`src/rtl/fetch_pkg.sv`:
```
// fetch_pkg: shared fetch FSM state type and default PC width.
package fetch_pkg;
   localparam int PSIZE_DEF = 6;
   typedef enum logic [1:0] {RUN, WAIT_PRESS, WAIT_RELEASE} fetch_state_t;
endpackage

```
`src/rtl/btn_sync.sv`:
```
// btn_sync: two-flop synchroniser for the raw asynchronous user button.
module btn_sync (
   input  logic clk,
   input  logic reset,
   input  logic d,
   output logic q
);
   logic s1_q;
   always_ff @(posedge clk or posedge reset) begin
      if (reset) begin
         s1_q <= 1'b0;
         q    <= 1'b0;
      end else begin
         s1_q <= d;
         q    <= s1_q;
      end
   end
endmodule

```
`src/rtl/pc_fetch.sv`:
```
// pc_fetch: program counter with LOAD button handshake and NOP halt.
module pc_fetch
   import fetch_pkg::*;
#(
   parameter int PSIZE     = PSIZE_DEF,
   parameter int PROG_LAST = 2**PSIZE-1
) (
   input  logic             clk,
   input  logic             reset,
   input  logic             PCincr,
   input  logic             is_load,
   input  logic             btn,
   output logic [PSIZE-1:0] pc,
   output logic             load_we,
   output logic             halted
);
   fetch_state_t state_q, state_d;
   logic [PSIZE-1:0] pc_q, pc_d, pc_inc;
   logic we_q, we_d, btn_s;
   btn_sync u_sync (.clk(clk), .reset(reset), .d(btn), .q(btn_s));
   assign pc_inc = (pc_q == PSIZE'(PROG_LAST)) ? '0 : pc_q + PSIZE'(1);
   // is_load wins over PCincr so an illegal encoding still waits for the button
   always_comb begin
      state_d = state_q;
      pc_d    = pc_q;
      we_d    = 1'b0;
      case (state_q)
         RUN: begin
            if (is_load) state_d = WAIT_PRESS;
            else if (PCincr) pc_d = pc_inc;
         end
         WAIT_PRESS: begin
            if (btn_s) begin
               state_d = WAIT_RELEASE;
               we_d    = 1'b1;
            end
         end
         WAIT_RELEASE: begin
            if (!btn_s) begin
               state_d = RUN;
               pc_d    = pc_inc;
            end
         end
         default: state_d = RUN;
      endcase
   end
   always_ff @(posedge clk or posedge reset) begin
      if (reset) begin
         state_q <= RUN;
         pc_q    <= '0;
         we_q    <= 1'b0;
      end else begin
         state_q <= state_d;
         pc_q    <= pc_d;
         we_q    <= we_d;
      end
   end
   assign pc      = pc_q;
   assign load_we = we_q;
   assign halted  = (state_q == RUN) && !PCincr && !is_load;
endmodule

```
`config.mk`:
```
export PLATFORM = sky130hd
export DESIGN_NAME = pc_fetch
export DESIGN_NICKNAME = d
export VERILOG_FILES = /design/src/rtl/fetch_pkg.sv /design/src/rtl/btn_sync.sv /design/src/rtl/pc_fetch.sv
export SDC_FILE = /design/constraint.sdc
export NUM_CORES = 1
export LEC_CHECK = 0
export BUFFER_PORTS_ARGS = -buffer_cell sky130_fd_sc_hd__buf_4
export CORE_AREA = 2 2 39 41
export CTS_CLUSTER_SIZE = 10
export DETAILED_ROUTE_END_ITERATION = 10
export DIE_AREA = 0 0 41 43
export PLACE_DENSITY_LB_ADDON = 0.08
export SYNTH_ARGS = -nofsm -noshare
export SYNTH_HDL_FRONTEND = slang
export SYNTH_HIERARCHICAL = 1
export SYNTH_SLANG_ARGS = --single-unit
```
`constraint.sdc`:
```
create_clock -name clk -period 3.6 [get_ports clk]
set_input_delay 0.9 -clock clk [delete_from_list [all_inputs] [get_ports clk]]
set_output_delay 0.9 -clock clk [all_outputs]
set_load 0.01 [all_outputs]
```
* Word-level counts from Yosys, hierarchy flattened
Cells that the tools add are included.
** Word-level totals
- Bits of input ports :: 5
- Register bits :: 11
- Word-level logic and storage cells :: 33
** Cells by class
- Add/sub/neg operators :: 1
- Reductions and logical operators :: 8
- Mux-type cells :: 11
- Eq/ne operators :: 8
** Operators with widths (number)
- 6-bit 2-to-1 mux :: 4
- 6-bit one-hot mux with 2 select lines :: 1
- 2-bit != test (second input constant) :: 4
- 6-bit by 1-bit adder with 6-bit output (second input constant) :: 1
- 6-bit equality test (second input constant) :: 1
- 2-bit 2-to-1 mux :: 3
- 2-bit one-hot mux with 3 select lines :: 1
- 4-bit AND reduction :: 1
- 3-bit AND reduction :: 1
- 2-bit by 1-bit equality test with 1-bit output (second input constant) :: 1
- 2-bit equality test (second input constant) :: 1
- 1-bit logical AND :: 2
- 1-bit zero test :: 2
- 2-bit zero test :: 1
- 1-bit 2-to-1 mux :: 2
- 2-bit by 1-bit != test with 1-bit output (second input constant) :: 1
- 2-bit nonzero test :: 1

* Longest topological paths before layout
- Depth in word-level cells :: 5
- Depth in mapped cells :: 4

* Cells and area by module
The synthesis kept the hierarchy.
** Modules (own cells, without submodules)
- pc_fetch :: area an instance 484.2 sq um, times used 1, cells each 47
- btn_sync :: area an instance 53.8 sq um, times used 1, cells each 3

* Worst setup path before layout
No wires, ideal clock.
- Kind :: in2out
- Start point :: in is_load
- End point :: out halted
- Stages on the path :: 1
- Data required time :: 2.700 ns
- Setup slack :: 1.394 ns
- Arrival time :: 1.306 ns
- Buffers on the path :: 0
- Path through :: nor4_1
** On the way
- Cells in the longest elaborated chain, start to end :: 2
** Ends and longest elaborated chain
- start, declared :: RTL line pc_fetch.sv:11 : input logic is_load,
- 1-bit zero test :: RTL line pc_fetch.sv:60 : assign halted = (state_q == RUN) && !PCincr && !is_load;
- 1-bit logical AND :: RTL line pc_fetch.sv:60
- end, declared :: RTL line pc_fetch.sv:15 : output logic halted
No other way between the ends.

* Final worst setup path
Ends and elaborated chain as after synthesis.

==> impl_metrics.toml <==
[timing]
rsz0062_at_grt = "no"
max_freq_mhz = 432
slew_headroom_pct = 72.6
actual_transition_at_the_worst_max_transition_pin_ps = 410
setup_tns_ps = 0
timing.final.hold_violations = 0
timing_max_transition_violations_final = 0
finalClockSkew_ps = 0.789
setup_viol = 0
finalCriticalPeriod_ps = 2310
final.period_utilization_pct = 64.3

[clocking]
clk_pin_slew_ps = 70
cts_sinks = 11
number_of_clock_buffers_inserted_by_tritoncts = 3
max-clock-path-buffers = 2
ctsRootBufferMaster = "sky130_fd_sc_hd__clkbuf_4"
cts_post_setup_buffers_inserted = 0
postCtsResizedCells = 0
postCtsHoldBufs = 0
cts_h_tree_depth = 1
worst_skew_pair.late_latency_ps = 270
cts_tree = "done"

[die]
floorplan.die.height_um = 43
fp.coreArea_mm2 = 0.00138
die_w_um = 41
top_level_ports = 13
dieArea_mm2 = 0.00176
initial_utilization_pct = 38.9
row_count = 14

[setup_path]
cp_top_family = "buffers and inverters"
worstSetupStartpoint = "is_load"
cpMostUsedCell = "sky130_fd_sc_hd__buf_4"
timing.critical_path.slowest_cell_delay_ps = 220
worst_setup_path_end_kind = "output port"
timing.critical_path.from_type = "primary input"
cp.buffers_inverters = 2
worstPathRequired_ps = 2700
timing.critical_path.slowest_stage_cell = "sky130_fd_sc_hd__nor4_1"
r2r-end = "pc[4]"
worst_ep_arrival_time_ps = 1410
worst_reg2reg_startpoint = "state_q[1]"
worstPathMaxFanout = 4
crit_path_cell_trace = "buf_4 > nor4_1 > buf_4"
cp_num_cells = 3
worst_r2r_path_depth = 3
rrSetupSlack_ps = 2020
timing.critical_path.to = "halted"
worst-setup-path-type = "primary input to output port"

[synth]
synth.ff_latch_count = 11
synth.cell_area_um2 = 538
post_synth_num_cell_types = 25
syn_nets = 56
synth_top_flop_cell = "sky130_fd_sc_hd__dfrtp_1"
yosys_warnings = 6
synth.yosys.seq_area_share_pct = 51.2
post_synth_inst_count = 50
synth-edff-count = 0
postSynth.asyncResetShare_pct = 100
synth_area_per_cell_um2 = 10.8

[status]
run_status = "finished, final reports clean"

[detailed_routing]
wire_per_inst_um = 12.5
dr.pass1.iters = 4
drt_drc_violations_left = 0
antenna_violating_nets_post_route = 0
drt_first_iter_violations = 4
via_count = 429
postRouteWirelength_um = 1000
drt-vias-per-instance = 5.36

[global_route]
global_routing_usage_summed_across_all_routing_layers_pct = 15.3
pin_count_of_the_biggest_net_entering_global_routing = 10
first_global_vias = 417
grt_antenna_before_repair = 0
first_pass_grt_wire_length_um = 1780
globalRouteOverflowTotal = 0

[cells_and_area]
most_common_library_cell_in_the_layout_ignoring_fill_and_taps = "sky130_fd_sc_hd__buf_4"
most-common-layout-cells = "sky130_fd_sc_hd__buf_4 (12), sky130_fd_sc_hd__dfrtp_1 (11), sky130_fd_sc_hd__inv_1 (4), sky130_fd_sc_hd__nor2_1 (4)"
layout_net_count = 71
areaGrowthSynthToFinish_pct = 21.9
final_layout_size_suffix_gt1_share_pct = 28.1
fin_area_um2 = 656
insertedDiodeCount = 0

[placement]
place.port_buffers = 12
hpwlAfterDp_um = 759
gp_routability_congestion = 0.694
placement.cell_area_um2 = 629

[power]
static-leakage-power_uw = 0.000299
power.ir.vdd_worst_mv = 0.303
power.density_cell_area_mw_per_mm2 = 826

[run]
max-cap-violations = 0

[worst_hold_path]
hold_path_class = "register to register"
[where the power goes]
group / internal [uW] / total [uW] / switching, uW
logic: 119 / 215 / 95.6
clock network: 43.0 / 85.2 / 42.3
registers: 172 / 242 / 69.5
total: 334 / 541 / 207
[routing by layer]
layer	vias to the layer above	global-route usage (%)	share of wire, %
met5	-	0	0
met4	0	10.0	2.3
met3	4	3.14	7.2
met2	14	20.0	44
met1	206	22.2	47
li1	205	-	-
[kinds of logic after synthesis]
family | share of synthesized area (%)
DFF | 51.2
buffers and inverters | 6.28
adders and majority gates | 2.33
muxes | 3.95
and+or+nand+nor | 18.4
xor gates and xnor gates | 4.88
AOI/OAI and AO/OA | 13.0
[registers in the layout, indices dropped and copies added (netlist names)]
| register | cells |
|---|---|
| pc | 6 |
| state_q | 2 |
| load_we | 1 |
| u_sync/q | 1 |
| u_sync/s1_q | 1 |
[cells in the mapped netlist, types with 2 or more instances]
cell,number,area (um2)
sky130_fd_sc_hd__a21oi_1,2,10.0
sky130_fd_sc_hd__dfrtp_1,11,275
sky130_fd_sc_hd__inv_1,4,15.0
sky130_fd_sc_hd__nand2_1,3,11.3
sky130_fd_sc_hd__nand3_1,3,15.0
sky130_fd_sc_hd__nor2_1,4,15.0
sky130_fd_sc_hd__o21ai_0,2,10.0
sky130_fd_sc_hd__o21ai_1,2,10.0
sky130_fd_sc_hd__xnor2_1,3,26.3
[through the flow]
stage / utilization (%) / setup WS [ps] / hold WS, ps / total power (uW) / std cells
after global routing: 47.4 / 1240 / 371 / 591 / 80
final: 47.4 / 1290 / 357 / 541 / 80
after CTS: 47.4 / 1260 / 359 / 549 / 80
after floorplan: - / 1390 / 331 / 385 / 50
after global placement: 45.5 / 1300 / 343 / 457 / 76
after detailed placement: 45.5 / 1260 / 343 / 462 / 76
[area by class of cell]
type,instances,area (um2)
Sequential cell,11,275
Fill cell,147,728
Timing Repair Buffer,12,90.1
Inverter,4,15.0
Clock buffer,4,26.3
Multi-Input combinational cell,33,229
Tap cell,16,20.0
[how the worst min path moves through the flow]
stage | start | endpoint | slack, ps | depth (start not counted)
after global routing | u_sync/s1_q | u_sync/q | 370 | 0
final | u_sync/s1_q | u_sync/q | 360 | 0
after detailed placement | u_sync/s1_q | u_sync/q | 340 | 0
after CTS | u_sync/s1_q | u_sync/q | 360 | 0
after floorplan | u_sync/s1_q | u_sync/q | 330 | 0
after global placement | u_sync/s1_q | u_sync/q | 340 | 0
Note: power is estimated with default switching activity, not from simulation.
